[config.mk]
export PLATFORM = sky130hd
export DESIGN_NAME = instr_fetch_unit_flat
export DESIGN_NICKNAME = d
export VERILOG_FILES = /design/src/rtl/instr_fetch_unit_if.sv /design/src/rtl/instr_fetch_unit.sv /design/src/flat_wrapper.sv
export SDC_FILE = /design/constraint.sdc
export NUM_CORES = 1
export LEC_CHECK = 0
export CAP_MARGIN = 10
export CELL_PAD_IN_SITES_DETAIL_PLACEMENT = 1
export CELL_PAD_IN_SITES_GLOBAL_PLACEMENT = 1
export CORE_MARGIN = 8
export CORE_UTILIZATION = 35
export DETAILED_ROUTE_END_ITERATION = 10
export PLACE_DENSITY = 0.88
export SETUP_SLACK_MARGIN = 0.2
export SYNTH_ARGS = -nofsm -noshare
export SYNTH_HDL_FRONTEND = slang
export SYNTH_SLANG_ARGS = --single-unit
export TNS_END_PERCENT = 50
[constraint.sdc]
create_clock -name clk -period 3.4 [get_ports clk]
set_clock_uncertainty 0.2 [all_clocks]
set_input_delay 0.85 -clock clk [delete_from_list [all_inputs] [get_ports clk]]
set_output_delay 0.85 -clock clk [all_outputs]
set_load 0.05 [all_outputs]
[src/rtl/instr_fetch_unit_if.sv]
// +----------------------------------------------------------------------------+
// | instr_fetch_unit_if: instruction memory read port (word index / word back) |
// | Revision: 1.0                                                              |
// +----------------------------------------------------------------------------+
`default_nettype none

interface instr_fetch_unit_if;
  logic [31:0] imem_addr;
  logic [31:0] imem_instr;

  modport master (output imem_addr, input imem_instr);
  modport slave  (input imem_addr, output imem_instr);
endinterface

`default_nettype wire

[src/rtl/instr_fetch_unit.sv]
// +----------------------------------------------------------------------------+
// | instr_fetch_unit: PC, instruction memory addressing and IF/ID register.    |
// | Optional macro FETCH_PERF_COUNTERS_EN adds fetch/stall event counters.     |
// | Revision: 1.0                                                              |
// +----------------------------------------------------------------------------+
`default_nettype none

module instr_fetch_unit #(
  parameter int unsigned MEM_DEPTH = 30,
  parameter int unsigned RESET_PC  = 0,
  parameter logic [31:0] NOP_WORD  = 32'h00000000
) (
  input  wire logic          clk,
  input  wire logic          rst_n,
  input  wire logic          stall,
  input  wire logic          flush,
  input  wire logic          redirect_valid,
  input  wire logic [31:0]   redirect_addr,
  instr_fetch_unit_if.master imem,
  output logic [31:0]        if_id_instr,
  output logic [31:0]        if_id_pc,
  output logic               if_id_valid,
  output logic               halted
`ifdef FETCH_PERF_COUNTERS_EN
  ,
  output logic [31:0]        fetch_count,
  output logic [31:0]        stall_count
`endif
);

  typedef enum logic [0:0] {
    S_RUN  = 1'b0,
    S_HALT = 1'b1
  } state_t;

  localparam logic [31:0] c_mem_depth   = 32'(MEM_DEPTH);
  localparam logic [31:0] c_reset_pc    = 32'(RESET_PC);
  localparam state_t      c_reset_state = (c_reset_pc >= c_mem_depth) ? S_HALT : S_RUN;

  state_t      r_state, w_state_nxt;
  logic [31:0] r_pc, w_pc_nxt;
  logic [31:0] r_instr, w_instr_nxt;
  logic [31:0] r_if_pc, w_if_pc_nxt;
  logic        r_valid, w_valid_nxt;
  logic [31:0] w_pc_seq;

  assign w_pc_seq = r_pc + 32'd1;

  always_ff @(posedge clk or negedge rst_n) begin
    if (!rst_n) begin
      r_state <= c_reset_state;
      r_pc    <= c_reset_pc;
      r_instr <= NOP_WORD;
      r_if_pc <= 32'd0;
      r_valid <= 1'b0;
    end else begin
      r_state <= w_state_nxt;
      r_pc    <= w_pc_nxt;
      r_instr <= w_instr_nxt;
      r_if_pc <= w_if_pc_nxt;
      r_valid <= w_valid_nxt;
    end
  end

  // Priority: redirect > stall > flush > normal fetch; HALT only honours redirect.
  always_comb begin
    w_state_nxt = r_state;
    w_pc_nxt    = r_pc;
    w_instr_nxt = r_instr;
    w_if_pc_nxt = r_if_pc;
    w_valid_nxt = r_valid;
    case (r_state)
      S_RUN: begin
        if (redirect_valid) begin
          w_pc_nxt    = redirect_addr;
          w_instr_nxt = NOP_WORD;
          w_valid_nxt = 1'b0;
          w_state_nxt = (redirect_addr >= c_mem_depth) ? S_HALT : S_RUN;
        end else if (stall) begin
          w_state_nxt = S_RUN;
        end else begin
          w_pc_nxt    = w_pc_seq;
          w_if_pc_nxt = r_pc;
          w_instr_nxt = flush ? NOP_WORD : imem.imem_instr;
          w_valid_nxt = !flush;
          w_state_nxt = (w_pc_seq >= c_mem_depth) ? S_HALT : S_RUN;
        end
      end
      S_HALT: begin
        w_instr_nxt = NOP_WORD;
        w_valid_nxt = 1'b0;
        if (redirect_valid) begin
          w_pc_nxt    = redirect_addr;
          w_state_nxt = (redirect_addr < c_mem_depth) ? S_RUN : S_HALT;
        end
      end
      default: begin
        w_state_nxt = S_HALT;
      end
    endcase
  end

  assign imem.imem_addr = r_pc;
  assign if_id_instr    = r_instr;
  assign if_id_pc       = r_if_pc;
  assign if_id_valid    = r_valid;
  assign halted         = (r_state == S_HALT);

`ifdef FETCH_PERF_COUNTERS_EN
  logic        w_fetch_evt, w_stall_evt;
  logic [31:0] r_fetch_count, r_stall_count;

  assign w_fetch_evt = (r_state == S_RUN) && !redirect_valid && !stall && !flush;
  assign w_stall_evt = (r_state == S_RUN) && !redirect_valid && stall;

  always_ff @(posedge clk or negedge rst_n) begin
    if (!rst_n) begin
      r_fetch_count <= 32'd0;
      r_stall_count <= 32'd0;
    end else begin
      if (w_fetch_evt && (r_fetch_count != 32'hFFFFFFFF))
        r_fetch_count <= r_fetch_count + 32'd1;
      if (w_stall_evt && (r_stall_count != 32'hFFFFFFFF))
        r_stall_count <= r_stall_count + 32'd1;
    end
  end

  assign fetch_count = r_fetch_count;
  assign stall_count = r_stall_count;
`endif

endmodule

`default_nettype wire
[src/flat_wrapper.sv]
// flat-port wrapper written by rule: the top's interface ports become plain ports
module instr_fetch_unit_flat 
#(
  parameter int unsigned MEM_DEPTH = 30,
  parameter int unsigned RESET_PC  = 0,
  parameter logic [31:0] NOP_WORD  = 32'h00000000
)
  (clk, rst_n, stall, flush, redirect_valid, redirect_addr, if_id_instr, if_id_pc, if_id_valid, halted, imem_imem_addr, imem_imem_instr);
  instr_fetch_unit_if imem_i ();
  input  wire logic clk;
  input  wire logic rst_n;
  input  wire logic stall;
  input  wire logic flush;
  input  wire logic redirect_valid;
  input  wire logic [31:0] redirect_addr;
  output logic [31:0] if_id_instr;
  output logic [31:0] if_id_pc;
  output logic if_id_valid;
  output logic halted;
  output wire logic [$bits(imem_i.imem_addr)-1:0] imem_imem_addr;
  input wire logic [$bits(imem_i.imem_instr)-1:0] imem_imem_instr;
  assign imem_imem_addr = imem_i.imem_addr;
  assign imem_i.imem_instr = imem_imem_instr;
  instr_fetch_unit #(.MEM_DEPTH(MEM_DEPTH), .RESET_PC(RESET_PC), .NOP_WORD(NOP_WORD)) u_core (.clk(clk), .rst_n(rst_n), .stall(stall), .flush(flush), .redirect_valid(redirect_valid), .redirect_addr(redirect_addr), .imem(imem_i), .if_id_instr(if_id_instr), .if_id_pc(if_id_pc), .if_id_valid(if_id_valid), .halted(halted));
endmodule
==> results.yml <==
routing:
  route.detailed.drc: 0
  post_drt_wl_per_cell_um: 20.2
  postRouteWirelength_um: 15900
  via_count: 4140
  drt.antenna.violating_nets: 0
  drt_pre_antenna_iters: 4
  route.detailed.vias_per_inst: 5.25
  detailedRoute.firstIterationViolations: 191
critical_path:
  worst-path-max-fanout: 9
  worst_setup_path_start_kind: "flip-flop"
  worst_path_max_delay_cell: "sky130_fd_sc_hd__dfrtp_1"
  cp.required_ns: 3.42
  path_cells: "ha_1 > nand3_4 > nor3_1 > xor2_1 > a2111oi_0 > nand4_1 > nor4_1 > a41oi_1"
  critical_path.top_delay_family: "simple AND/OR/NAND/NOR gates"
  worstPathBufferInverterCount: 0
  timing.critical_path.to_type: "flip-flop"
  critPathArrivalTime_ns: 2.93
  slowest_delay_ns: 0.54
  criticalPathCategory: "reg2reg"
floorplan:
  initial_core_util_pct: 35.9
  fp.dieW_um: 135
  die-height_um: 135
  total_core_area_um2: 13900
  die_area_um2: 18300
  ioPinCount: 167
  core.rowCount: 43
clock_network:
  clock-sinks: 98
  numCtsBuffers: 9
  postcts_resize_cnt: 0
  tritoncts: "yes"
  cts-root-to-sink-buffers: 2
  worst_skew_pair_latency_ns: 0.35
  ctsRootBufferMaster: "sky130_fd_sc_hd__clkbuf_16"
  postCtsSetupRepairBufs: 0
  ctsHtreeMaxLevel: 3
  cts_hold_buffers_added: 0
  clk_pin_slew_worst_paths_ns: 0.07
global_route:
  via_count_of_the_first_global_routing_pass: 4773
  grt_antenna_before_repair: 0
  grt_util_all_layers_pct: 18.3
  largest_net_degree_at_the_start_of_global_routing: 53
  grt_first_pass_wirelength_um: 26400
  globalRouteOverflowTotal: 0
synth:
  synth.lib_cells_used.distinct: 64
  yosysWarnings: 0
  avgSynthCellArea_um2: 11.1
  synth-edff-count: 0
  synth_fp_nets: 521
  mappedNetlistArea_um2: 4990
  ys_seq_elements: 98
  async_reset_ff_share_pct: 100
  ys_dominant_reg_cell: "sky130_fd_sc_hd__dfrtp_1"
  post_synth_inst_count: 450
  synth_seq_area_share_pct: 49.2
finish:
  flow.area_growth_from_synthesis_pct: 40.3
  fin_nets: 676
  layout.cells.most_common: "sky130_fd_sc_hd__clkdlybuf4s50_1"
  most-common-layout-cells: "sky130_fd_sc_hd__clkdlybuf4s50_1 (164), sky130_fd_sc_hd__dfrtp_1 (98), sky130_fd_sc_hd__nand2_1 (41), sky130_fd_sc_hd__mux2_2 (33), sky130_fd_sc_hd__a22o_1 (32)"
  n_antenna_cell: 0
  drive_above_1_share_pct: 13.1
sta:
  layout_worst_path_cycle_share_pct: 85.6
  fmaxAchievable_mhz: 344
  setup_violations: 0
  setup_slack_ns: 0.490
  time_the_worst_path_needs_with_i_o_delays_and_setup_ns: 2.91
  final-hold-violation-count: 0
  worst_slew_pin_slew_ns: 0.612
  grt_setup_unrepaired: "false"
  slew_viol_final: 0
  fin_setup_tns_ns: 0
  max_slew_headroom_pct: 59.2
pwr:
  pwr_density_cell_nw_per_um2: 397
  power.total_mw: 2.78
  cellLeakagePower_nw: 2.85
  ir_worst_vdd_mv: 0.190
placed_design:
  i_o_buffers: 166
  place_ws_ns: 0.479
  gp_routability_congestion: 0.812
  hpwl_um: 12100
min_path:
  hold_class: "in2async"
run:
  max-cap-violations: 0
status:
  result_of_the_run: "complete, no violations"
path summary, 6_finish.rpt:
path	startpoint	depth (start not counted)	end	slack (ns)
max in group asynchronous	rst_n	2	u_core.if_id_pc[2]	1.98
max	u_core.imem.imem_addr[0]	8	u_core.halted	0.49
min	rst_n	1	u_core.if_id_instr[2]	0.30
min in group clk	u_core.if_id_valid	1	u_core.if_id_valid	0.30
min reg2reg	u_core.if_id_valid	1	u_core.if_id_valid	0.30
max reg2reg	u_core.imem.imem_addr[0]	8	u_core.halted	0.49
per-stage QoR:
stage	utilization [%]	cell area (um^2)	cells	hold WS (ns)
2_1_floorplan	-	4990	450	0.354
3_3_place_gp	48.5	6730	774	0.268
3_5_place_dp	48.5	6730	774	0.286
4_1_cts	50.4	7000	789	0.303
5_1_grt	50.4	7000	789	0.312
6_report	50.4	7000	789	0.299
sequential cells by signal, indices dropped and copies added, names as in the netlist:
name / cells
u_core.halted: 1
u_core.if_id_instr: 32
u_core.if_id_pc: 32
u_core.if_id_valid: 1
u_core.imem.imem_addr: 32
power by group:
group | switching (mW) | internal, mW | total (mW) | leakage (nW)
sequential | 0.0946 | 1.21 | 1.30 | 1.29
combinational | 0.301 | 0.217 | 0.518 | 1.42
clock | 0.441 | 0.514 | 0.955 | 0.130
routing by layer:
layer / wire length, um / up-vias / global-route usage (%)
li1: - / 1946 / -
met1: 6670 / 2038 / 21.6
met2: 7290 / 136 / 28.3
met3: 1750 / 20 / 9.16
met4: 233 / 0 / 5.86
met5: 0 / - / 0
cells by family after synthesis:
group / count (synthesis) / share of synthesized area [%]
and+or+nand+nor: 142 / 17.1
muxes: 34 / 7.65
AOI/OAI and AO/OA: 97 / 13.7
adders and majority gates: 2 / 0.502
xor gates and xnor gates: 37 / 6.50
DFF: 98 / 49.2
buffers and inverters: 40 / 5.42
layout make-up:
class,count,area (um^2)
Fill cell,1511,6880
Sequential cell,98,2450
Multi-Input combinational cell,312,2280
Timing Repair Buffer,177,1750
Clock buffer,13,250
Tap cell,180,225
Inverter,7,26.3
Clock inverter,2,13.8
Yosys cell counts, drive strengths merged (2+ instances only):
master | instances | share of area (%)
and2 | 6 | 0.78
or3 | 3 | 0.40
o21ai | 31 | 3.1
clkbuf | 24 | 3.0
nor3 | 14 | 1.5
nand2b | 5 | 0.63
a21oi | 7 | 0.70
o31ai | 2 | 0.30
and4 | 3 | 0.55
mux2 | 33 | 7.5
buf | 8 | 1.2
nand3 | 17 | 2.7
o22ai | 2 | 0.25
a21o | 4 | 0.63
nand2 | 41 | 3.1
xor2 | 18 | 3.2
o2111ai | 2 | 0.35
or4 | 3 | 0.60
a31oi | 4 | 0.50
a22o | 32 | 5.6
nand4 | 14 | 2.2
nor2 | 17 | 1.4
inv | 7 | 0.53
xnor2 | 19 | 3.3
ha | 2 | 0.50
dfrtp | 98 | 49
a31o | 2 | 0.35
nor4 | 13 | 2.2
Power figures use the tool's default switching activity.
==> edit (same flow settings) <==
`MEM_DEPTH` is set to 30 in 2 places; all go to 15.
--- a/src/rtl/instr_fetch_unit.sv
+++ b/src/rtl/instr_fetch_unit.sv
@@ -6,7 +6,7 @@
 `default_nettype none
 
 module instr_fetch_unit #(
-  parameter int unsigned MEM_DEPTH = 30,
+  parameter int unsigned MEM_DEPTH = 15,
   parameter int unsigned RESET_PC  = 0,
   parameter logic [31:0] NOP_WORD  = 32'h00000000
 ) (
--- a/src/flat_wrapper.sv
+++ b/src/flat_wrapper.sv
@@ -1,7 +1,7 @@
 // flat-port wrapper written by rule: the top's interface ports become plain ports
 module instr_fetch_unit_flat 
 #(
-  parameter int unsigned MEM_DEPTH = 30,
+  parameter int unsigned MEM_DEPTH = 15,
   parameter int unsigned RESET_PC  = 0,
   parameter logic [31:0] NOP_WORD  = 32'h00000000
 )
Function: changed (a bounded check fails within 4 cycles, from zero or initial values and one cycle with rst_n low).
==> edit against the unedited design <==
Setup slack worse by 0.024 ns; non-clock buffer count is 2 higher; maximum frequency is 0.81% lower; final area is 1.0% higher; sequential cell count stayed put; wire length is 11% higher; sequential share of layout area is 0.35 points lower; utilization is 0.31 points higher; power is 3.9% higher; via count is 10% higher; area after synthesis is 0.68% higher.
==> edit: results (changes against the unedited design) <==
| Metric | Value |
|---|---|
| Max incr delay on CP | `0.90 ns (was 0.54 ns)` |
| First-pass DRT Iterations | `4 (unchanged)` |
| CP Max Fanout | `11 (was 9)` |
| Status | `finished, final reports clean (unchanged)` |
| Largest cells by area after synthesis | `dfrtp_1, nand2_1, a22o_1 (was dfrtp_1, mux2_2, a22o_1)` |
| 1st-iter DRT viols | `189 (was 191)` |
| Crit path DAT | `1.88 ns (was 2.93 ns)` |
| Post-synth top cells | `nand2_1, dfrtp_1, a22o_1, o21ai_0, clkbuf_1 (was dfrtp_1, nand2_1, mux2_2, a22o_1, o21ai_0)` |
| Nets | `747 (was 676)` |
| GRT Overall Usage | `19.5% (was 18.3%)` |
| Worst R2R Start | `u_core.imem.imem_addr[1] (was u_core.imem.imem_addr[0])` |
| Vias/cell | `5.30 (was 5.25)` |
| Post-cts sizing count | `0 (unchanged)` |
| Critical path's slowest cell | `clkdlybuf4s50_1 (was dfrtp_1)` |
| Synth Area in Adders | `0.499% (was 0.502%)` |
| Worst min path class | `flip-flop to flip-flop (was input pin to async pin)` |
| RePlAce Congestion | `0.870 (was 0.812)` |
| Slew headroom | `52.1% (was 59.2%)` |
| Synth Area in XOR/XNOR | `5.93% (was 6.50%)` |
| R2r worst-path depth | `7 (was 8)` |
| Sequential area share after synthesis | `48.9% (was 49.2%)` |
| Multiplexer share of the synthesized area | `0.922% (was 7.65%)` |
| Layout cells sized above 1 | `7.78% (was 13.1%)` |
| Worst vdd ir | `0.226 mV (was 0.190 mV)` |
| Synth cell types | `61 (was 64)` |
| First-pass GRT wire length | `28200 um (was 26400 um)` |
| Critical path's top delay family | `buffers and inverters (was simple AND/OR/NAND/NOR gates)` |
| DP Wirelength | `13400 um (was 12100 um)` |
| Largest net degree at the start of global routing | `55 (was 53)` |
| Syn avg cell area | `9.49 sq um (was 11.1 sq um)` |
| FILL cells | `1558 (was 1511)` |
| Final cell count without fillers | `861 (was 789)` |
| Flop-to-flop setup slack | `0.56 ns (was 0.49 ns)` |
| Synth Area in Compound Gates | `12.7% (was 13.7%)` |
| Crit path to | `imem_imem_addr[9] (was u_core.halted)` |
| Number of global-route vias before repair | `5022 (was 4773)` |
| Post-Route WL | `17600 um (was 15900 um)` |
| Syn_nets | `600 (was 521)` |
| Root buffer selected by CTS | `clkbuf_16 (unchanged)` |
| Static leakage | `0.00298 uW (was 0.00285 uW)` |
| Critical path startpoint | `u_core.imem.imem_addr[9] (was u_core.imem.imem_addr[0])` |
| DP Cell Count | `844 (was 774)` |
| Port bufs | `166 (unchanged)` |
| Worst r2r dst | `u_core.halted (unchanged)` |
| Predominant post-synthesis flop cell | `dfrtp_1 (unchanged)` |
edit: cell types whose count changed in the layout (fill, tap and decap cells not counted), sizes merged, moves of 4 or more:
cell	delta
and3	+5
mux2	-31
nand2	+105
nor2	+4
inv	-5
edit: layer usage:
layer / global-route usage, % / vias up / share of wire [%] / routed length [um]
li1: - / 2134 / - / -
met1: 23.4 / 2246 / 42 / 7380
met2: 31.2 / 163 / 47 / 8270
met3: 7.53 / 21 / 9.5 / 1670
met4: 6.79 / 0 / 1.8 / 309
met5: 0 / - / 0 / 0
edit: logic make-up (layout without fill, tap and decap cells):
logic type,count (synthesis),count (layout)
xor gates and xnor gates,34,34
AOI/OAI and AO/OA,88,88
muxes,4,4
and+or+nand+nor,258,258
DFF,98,98
adders and majority gates,2,2
buffers and inverters,45,197
edit: how the worst min path moves through the flow:
stage / slack [ns] / from / depth (start not counted) / to
finish: 0.28 / u_core.if_id_pc[4] / 2 / u_core.if_id_pc[4]
global route: 0.31 / u_core.if_id_valid / 1 / u_core.if_id_valid
CTS: 0.28 / u_core.if_id_pc[31] / 2 / u_core.if_id_pc[31]
detailed placement: 0.26 / u_core.if_id_pc[31] / 2 / u_core.if_id_pc[31]
global placement: 0.26 / u_core.if_id_pc[2] / 2 / u_core.if_id_pc[2]
floorplan: 0.35 / rst_n / 0 / u_core.halted
edit: report_power, final:
group          switching (uW)  internal, uW  total [uW]  leakage (uW)
Clock                     469           613        1080      0.000148
Sequential                101          1210        1310       0.00130
Combinational             292           203         495       0.00153
Total                     861          2020        2880       0.00298
edit: metrics by stage:
stage                     util, %  hold WS, ns  setup slack, ns  power [uW]  cell area [sq um]
after global routing         50.7        0.309            0.320        2990               7070
after detailed placement     48.4        0.262            0.190        1820               6740
after CTS                    50.6        0.279            0.466        2910               7060
after floorplan                 -        0.354            0.581        1590               5020
final                        50.7        0.278            0.466        2880               7070
after global placement       48.4        0.257            0.232        1810               6740
edit: cell type report:
cell class                 instances  share of cell area [%]
sequential                        98                    34.7
multi-input combinational        386                    32.5
tap                              180                    3.19
inverter                           2                   0.106
timing repair buffer             179                    25.1
clock buffer                      11                    3.58
clock inverter                     5                   0.885
edit: tightest hold or removal path: cells and delay by family, from the launching register on:
family,cells,cell delay (ns)
flip-flops,1,0.34
AND/OR/NAND/NOR,2,0.11
